File: src/rtl/divider_pkg.sv
// Shared state encoding and width constants for the sequential 8/4 divider.
package divider_pkg;
  localparam int DVD_W = 8;
  localparam int DVS_W = 4;
  localparam int CNT_W = 3;

  typedef enum logic [1:0] {
    IDLE = 2'd0,
    RUN  = 2'd1,
    DONE = 2'd2
  } state_t;
endpackage

File: src/rtl/divider_trial_sub.sv
// 5-bit trial subtractor a - b as a + ~b + 1 on a generate/propagate carry chain.
module divider_trial_sub (
  input  logic [4:0] a,
  input  logic [4:0] b,
  output logic [4:0] diff,
  output logic       no_borrow
);
  logic [4:0] g, p;
  logic [5:0] c;

  assign g    = a & ~b;
  assign p    = a ^ ~b;
  assign c[0] = 1'b1;

  for (genvar i = 0; i < 5; i++) begin : g_carry
    assign c[i+1] = g[i] | (p[i] & c[i]);
  end

  assign diff      = p ^ c[4:0];
  // Carry out of a + ~b + 1 is set exactly when a >= b.
  assign no_borrow = c[5];
endmodule

File: src/rtl/divider_8_by_4_seq.sv
// Restoring shift-subtract divider, 8-bit / 4-bit, one quotient bit per clock.
// Optional macro DIV_ZERO_DETECT_EN: a zero divisor skips RUN and flags div_by_zero.
module divider_8_by_4_seq
  import divider_pkg::*;
(
  input  logic             clk,
  input  logic             rst_n,
  input  logic             start,
  input  logic [DVD_W-1:0] dividend,
  input  logic [DVS_W-1:0] divisor,
  output logic             busy,
  output logic             done,
  output logic [DVD_W-1:0] quotient,
  output logic [DVS_W-1:0] remainder,
  output logic             div_by_zero
);
  state_t           state, nxt;
  logic [DVD_W-1:0] dvd_reg;
  logic [DVD_W-2:0] q_sr;
  logic [DVS_W-1:0] dvs_reg;
  logic [DVS_W:0]   prem, shifted, diff, prem_nxt;
  logic [CNT_W-1:0] cnt;
  logic             no_borrow, accept, zero_div, last, done_q;
  logic             unused_prem_msb;

  assign accept = start && (state != RUN);
  assign last   = (cnt == CNT_W'(DVD_W - 1));

`ifdef DIV_ZERO_DETECT_EN
  assign zero_div = (divisor == '0);
`else
  assign zero_div = 1'b0;
`endif

  // Dividend bits enter MSB first: cnt 0 selects bit 7, so index is 7 - cnt.
  assign shifted  = {prem[DVS_W-1:0], dvd_reg[~cnt]};
  assign prem_nxt = no_borrow ? diff : shifted;
  // prem stays below the divisor, so its top bit never feeds the next shift.
  assign unused_prem_msb = prem[DVS_W];

  divider_trial_sub u_trial (
    .a         (shifted),
    .b         ({1'b0, dvs_reg}),
    .diff      (diff),
    .no_borrow (no_borrow)
  );

  always_ff @(posedge clk or negedge rst_n) begin
    if (!rst_n) state <= IDLE;
    else        state <= nxt;
  end

  always_comb begin
    nxt = state;
    unique case (state)
      IDLE, DONE: begin
        if (start) nxt = zero_div ? DONE : RUN;
        else       nxt = IDLE;
      end
      RUN:     if (last) nxt = DONE;
      default: nxt = IDLE;
    endcase
  end

  always_ff @(posedge clk or negedge rst_n) begin
    if (!rst_n) begin
      dvd_reg   <= '0;
      dvs_reg   <= '0;
      prem      <= '0;
      cnt       <= '0;
      q_sr      <= '0;
      quotient  <= '0;
      remainder <= '0;
      done_q    <= 1'b0;
    end else begin
      done_q <= (state == DONE);
      if (accept) begin
        dvd_reg <= dividend;
        dvs_reg <= divisor;
        prem    <= '0;
        cnt     <= '0;
        q_sr    <= '0;
        if (zero_div) begin
          quotient  <= '1;
          remainder <= '0;
        end
      end else if (state == RUN) begin
        prem <= prem_nxt;
        cnt  <= cnt + 1'b1;
        q_sr <= {q_sr[DVD_W-3:0], no_borrow};
        // Results load only as RUN hands over to DONE.
        if (last) begin
          quotient  <= {q_sr, no_borrow};
          remainder <= prem_nxt[DVS_W-1:0];
        end
      end
    end
  end

`ifdef DIV_ZERO_DETECT_EN
  logic dbz_q;
  always_ff @(posedge clk or negedge rst_n) begin
    if (!rst_n)                     dbz_q <= 1'b0;
    else if (accept && zero_div)    dbz_q <= 1'b1;
    else if (state == RUN && last)  dbz_q <= 1'b0;
  end
  assign div_by_zero = dbz_q;
`else
  assign div_by_zero = 1'b0;
`endif

  assign busy = (state != IDLE);
  assign done = done_q;
endmodule
File: config.mk
export PLATFORM = sky130hd
export DESIGN_NAME = divider_8_by_4_seq
export DESIGN_NICKNAME = d
export VERILOG_FILES = /design/src/rtl/divider_pkg.sv /design/src/rtl/divider_trial_sub.sv /design/src/rtl/divider_8_by_4_seq.sv
export SDC_FILE = /design/constraint.sdc
export NUM_CORES = 1
export LEC_CHECK = 0
export BUFFER_PORTS_ARGS = -buffer_cell sky130_fd_sc_hd__buf_4
export CORE_AREA = 5 5 49 93
export DETAILED_ROUTE_END_ITERATION = 6
export DIE_AREA = 0 0 54 98
export PLACE_DENSITY = 0.72
export REMOVE_ABC_BUFFERS = 1
export SLEW_MARGIN = 5
export SYNTH_ARGS = -nofsm -noshare
export SYNTH_HDL_FRONTEND = slang
export SYNTH_SLANG_ARGS = --single-unit
File: constraint.sdc
create_clock -name clk -period 2.7 [get_ports clk]
set_clock_uncertainty 0.05 [all_clocks]
set_input_delay 0.54 -clock clk [delete_from_list [all_inputs] [get_ports clk]]
set_output_delay 0.54 -clock clk [all_outputs]
set_load 0.01 [all_outputs]
==> results.sh <==
export IMPL_insertion_delay_ns=0.30
export IMPL_finalMaxSlewViolations=0
export IMPL_viasPerCell=5.14
export IMPL_netlist_area_um2=1770
export IMPL_numCtsBuffers=5
export IMPL_drt_iter0_drc=39
export IMPL_synthTopCellsByArea="dfrtp_1 58%, mux2_2 13%, nand2_1 4.7%"
export IMPL_r2r_cells=11
export IMPL_drive_gt1_share_pct=42.7
export IMPL_fp_dieW_um=54
export IMPL_die_h_um=98
export IMPL_grt_max_degree=42
export IMPL_gp_congestion=0.730
export IMPL_crit_fanout=4
export IMPL_grt_ovfl_total=0
export IMPL_maxCapViolations=0
export IMPL_synth_distinct_cells=27
export IMPL_reg2reg_slack_ns=-0.10
export IMPL_reg2reg_to="prem[3]$_DFFE_PN0P_"
export IMPL_synth_main_ff_cell="dfrtp_1"
export IMPL_nNetsFinal=198
export IMPL_core_um2=3800
export IMPL_setup_ws_ns=-0.104
export IMPL_wl_per_cell_um=14.5
export IMPL_row_count=32
export IMPL_grt_pass1_wl_um=5580
export IMPL_min_period_ns=2.80
export IMPL_ys_ff_latch=41
export IMPL_drt_pass1_iter_count=3
export IMPL_initial_core_util_pct=46.4
export IMPL_clock_fmax_mhz=357
export IMPL_post_route_util_pct=58.1
export IMPL_h_tree_depth=2
export IMPL_status="finished, violations left"
export IMPL_hold_slack_ns=0.156
export IMPL_dp_cells=220
export IMPL_finalHoldViolations=0
export IMPL_worstSetupPathType="register to register"
export IMPL_cts_root_buf="clkbuf_8"
export IMPL_wl_met1_um=1200
export IMPL_drtAntennaViolNets=0
export IMPL_rsz0062_at_grt="true"
export IMPL_wl_met3_um=133
export IMPL_clock_path_buffers=2
export IMPL_synth_top_cell_area_share_pct=58.1
export IMPL_num_antenna_cells=0
export IMPL_setup_violations=9
export IMPL_netlist_instances=143
export IMPL_reg2reg_from="cnt[0]$_DFFE_PN0P_"
export IMPL_place_hpwl_um=2460
export IMPL_crit_path_start_kind="register"
export IMPL_asyncSetResetFlopFracSynth_pct=100
export IMPL_num_io_pins=30
export IMPL_synth_area_per_cell_um2=12.3
export IMPL_area_delta_synth_final_pct=25.1
export IMPL_post_place_ws_ns=-0.286
export IMPL_crit_required_ns=2.83
export IMPL_p_leak_nw=1.06
export IMPL_fp_dieArea_um2=5290
export IMPL_fin_cells=229
export IMPL_hold_path_class="input port to async pin"
export IMPL_cts_tree="done"
export IMPL_antenna_found_initial=0
export IMPL_synth_top_area_cell="dfrtp_1"
export IMPL_ir_drop_v=0.000702
export IMPL_worstMarginPinSlew_ns=0.510
export IMPL_cp_end_kind="register"
export IMPL_failed_checks="negative setup slack"
export IMPL_grt_usage_pct=14.6
export IMPL_slew_headroom_pct=66.0
export IMPL_yosysSeqAreaShare_pct=58.1
export IMPL_yosysMostFrequentCell="dfrtp_1"
export IMPL_port_buffers=28
export IMPL_drt_total_wl_um=3320
export IMPL_fin_crit_sh_pct=104
export IMPL_clk_pin_slew_ns=0.07
export IMPL_ys_warn_count=0
export IMPL_vias=1178
export IMPL_grt_pass1_vias=1185
export IMPL_wl_met2_um=1900
export IMPL_drcViolationCount=0
export IMPL_worstPathArrival_ns=2.93
export IMPL_power_density_nw_per_um2=1370
export IMPL_nFillCells=325
export IMPL_finalPower_mw=3.03
export IMPL_top_layer="met4"
export IMPL_synth_edf_count=0
export IMPL_clock_sink_count=41
export IMPL_synth_commonest_cells="41 x dfrtp_1, 22 x nand2_1, 20 x mux2_2"
==> how the worst max path moves through the flow <==
stage	start	to	slack, ns	cells past startpoint
final	cnt[0]$_DFFE_PN0P_	prem[3]$_DFFE_PN0P_	-0.10	11
after global placement	cnt[0]$_DFFE_PN0P_	prem[2]$_DFFE_PN0P_	-0.16	10
after CTS	cnt[0]$_DFFE_PN0P_	prem[3]$_DFFE_PN0P_	-0.13	11
after global routing	cnt[0]$_DFFE_PN0P_	prem[3]$_DFFE_PN0P_	-0.25	11
after detailed placement	cnt[0]$_DFFE_PN0P_	prem[2]$_DFFE_PN0P_	-0.29	10
after floorplan	cnt[0]$_DFFE_PN0P_	prem[2]$_DFFE_PN0P_	-0.14	10
==> metrics by stage <==
step | TNS (ns) | area [um2]
floorplan | -0.281 | 1730
global placement | -0.955 | 2040
detailed placement | -1.63 | 2040
CTS | -1.00 | 2170
global route | -2.11 | 2210
finish | -0.703 | 2210
==> cells in the final DEF, fill, tap and decap left out <==
cell | Yosys | routed
buf_4 | 1 | 32
ha_2 | 0 | 1
mux4_2 | 0 | 2
nand3_1 | 13 | 13
mux2_4 | 0 | 1
and2_1 | 1 | 1
nor2b_1 | 3 | 3
dfrtp_2 | 0 | 1
fa_2 | 0 | 2
nor2_4 | 1 | 1
o31ai_1 | 2 | 2
or2_2 | 1 | 1
nand2b_1 | 1 | 1
a21oi_2 | 0 | 1
nand2_1 | 22 | 22
inv_1 | 6 | 6
a31o_2 | 1 | 1
clkbuf_8 | 0 | 6
fa_1 | 3 | 1
o21ai_0 | 4 | 1
mux2i_4 | 0 | 1
dfrtp_1 | 41 | 40
ha_1 | 3 | 2
nand2_2 | 1 | 1
bufinv_16 | 0 | 1
o21ai_2 | 0 | 2
o22ai_1 | 1 | 1
clkinvlp_4 | 0 | 1
conb_1 | 1 | 1
o21ai_1 | 4 | 5
mux2i_1 | 2 | 1
nor2_1 | 2 | 2
mux2_2 | 20 | 19
buf_6 | 0 | 2
==> cell type report <==
type	instances	area, um2	area share (%)
flip-flops and latches	41	1030	46.5
multi-input cells	89	712	32.2
repair buffers	34	263	11.9
clock buffers	6	82.6	3.74
well taps	51	63.8	2.89
clock inverters	2	37.5	1.70
inverters	6	22.5	1.02
==> critical path, stage by stage, from the launching register on <==
cell,delay (ns)
dfrtp_2,0.41
mux4_2,0.50
mux2i_1,0.19
ha_2,0.21
fa_2,0.19
fa_1,0.15
inv_1,0.05
fa_2,0.35
nor2_4,0.18
buf_6,0.13
mux2i_4,0.21
o21ai_1,0.08
==> power by group <==
part           leakage, nW  switching (mW)  internal [mW]  total, mW
Sequential           0.500           0.207          0.916       1.12
Combinational        0.498           0.631          0.763       1.39
Clock               0.0574           0.209          0.300      0.509
==> cells by family (layout without fill, tap and decap cells) <==
family / after synthesis / after routing / synth area share (%)
buffers and inverters: 13 / 48 / 3.12
AOI/OAI and AO/OA: 13 / 13 / 4.25
other: 1 / 1 / 0.212
DFF: 41 / 41 / 58.1
muxes: 24 / 24 / 16.9
adders and majority gates: 6 / 6 / 5.53
and+or+nand+nor: 45 / 45 / 11.9
==> layer usage <==
metal / vias to the layer above / GRT usage [%]
li1: 549 / -
met1: 597 / 15.9
met2: 26 / 24.5
met3: 6 / 4.12
met4: 0 / 7.49
met5: - / 0
==> timing repair <==
item | in CTS | in global routing
hold buffers | 0 | 0
buffers inserted | 1 | 0
setup endpoints to repair | 10 | 10
gates resized for setup | 7 | 10
pin swaps | 3 | 3
endpoints found under the hold margin | 0 | 0
Power figures use the tool's default switching activity.
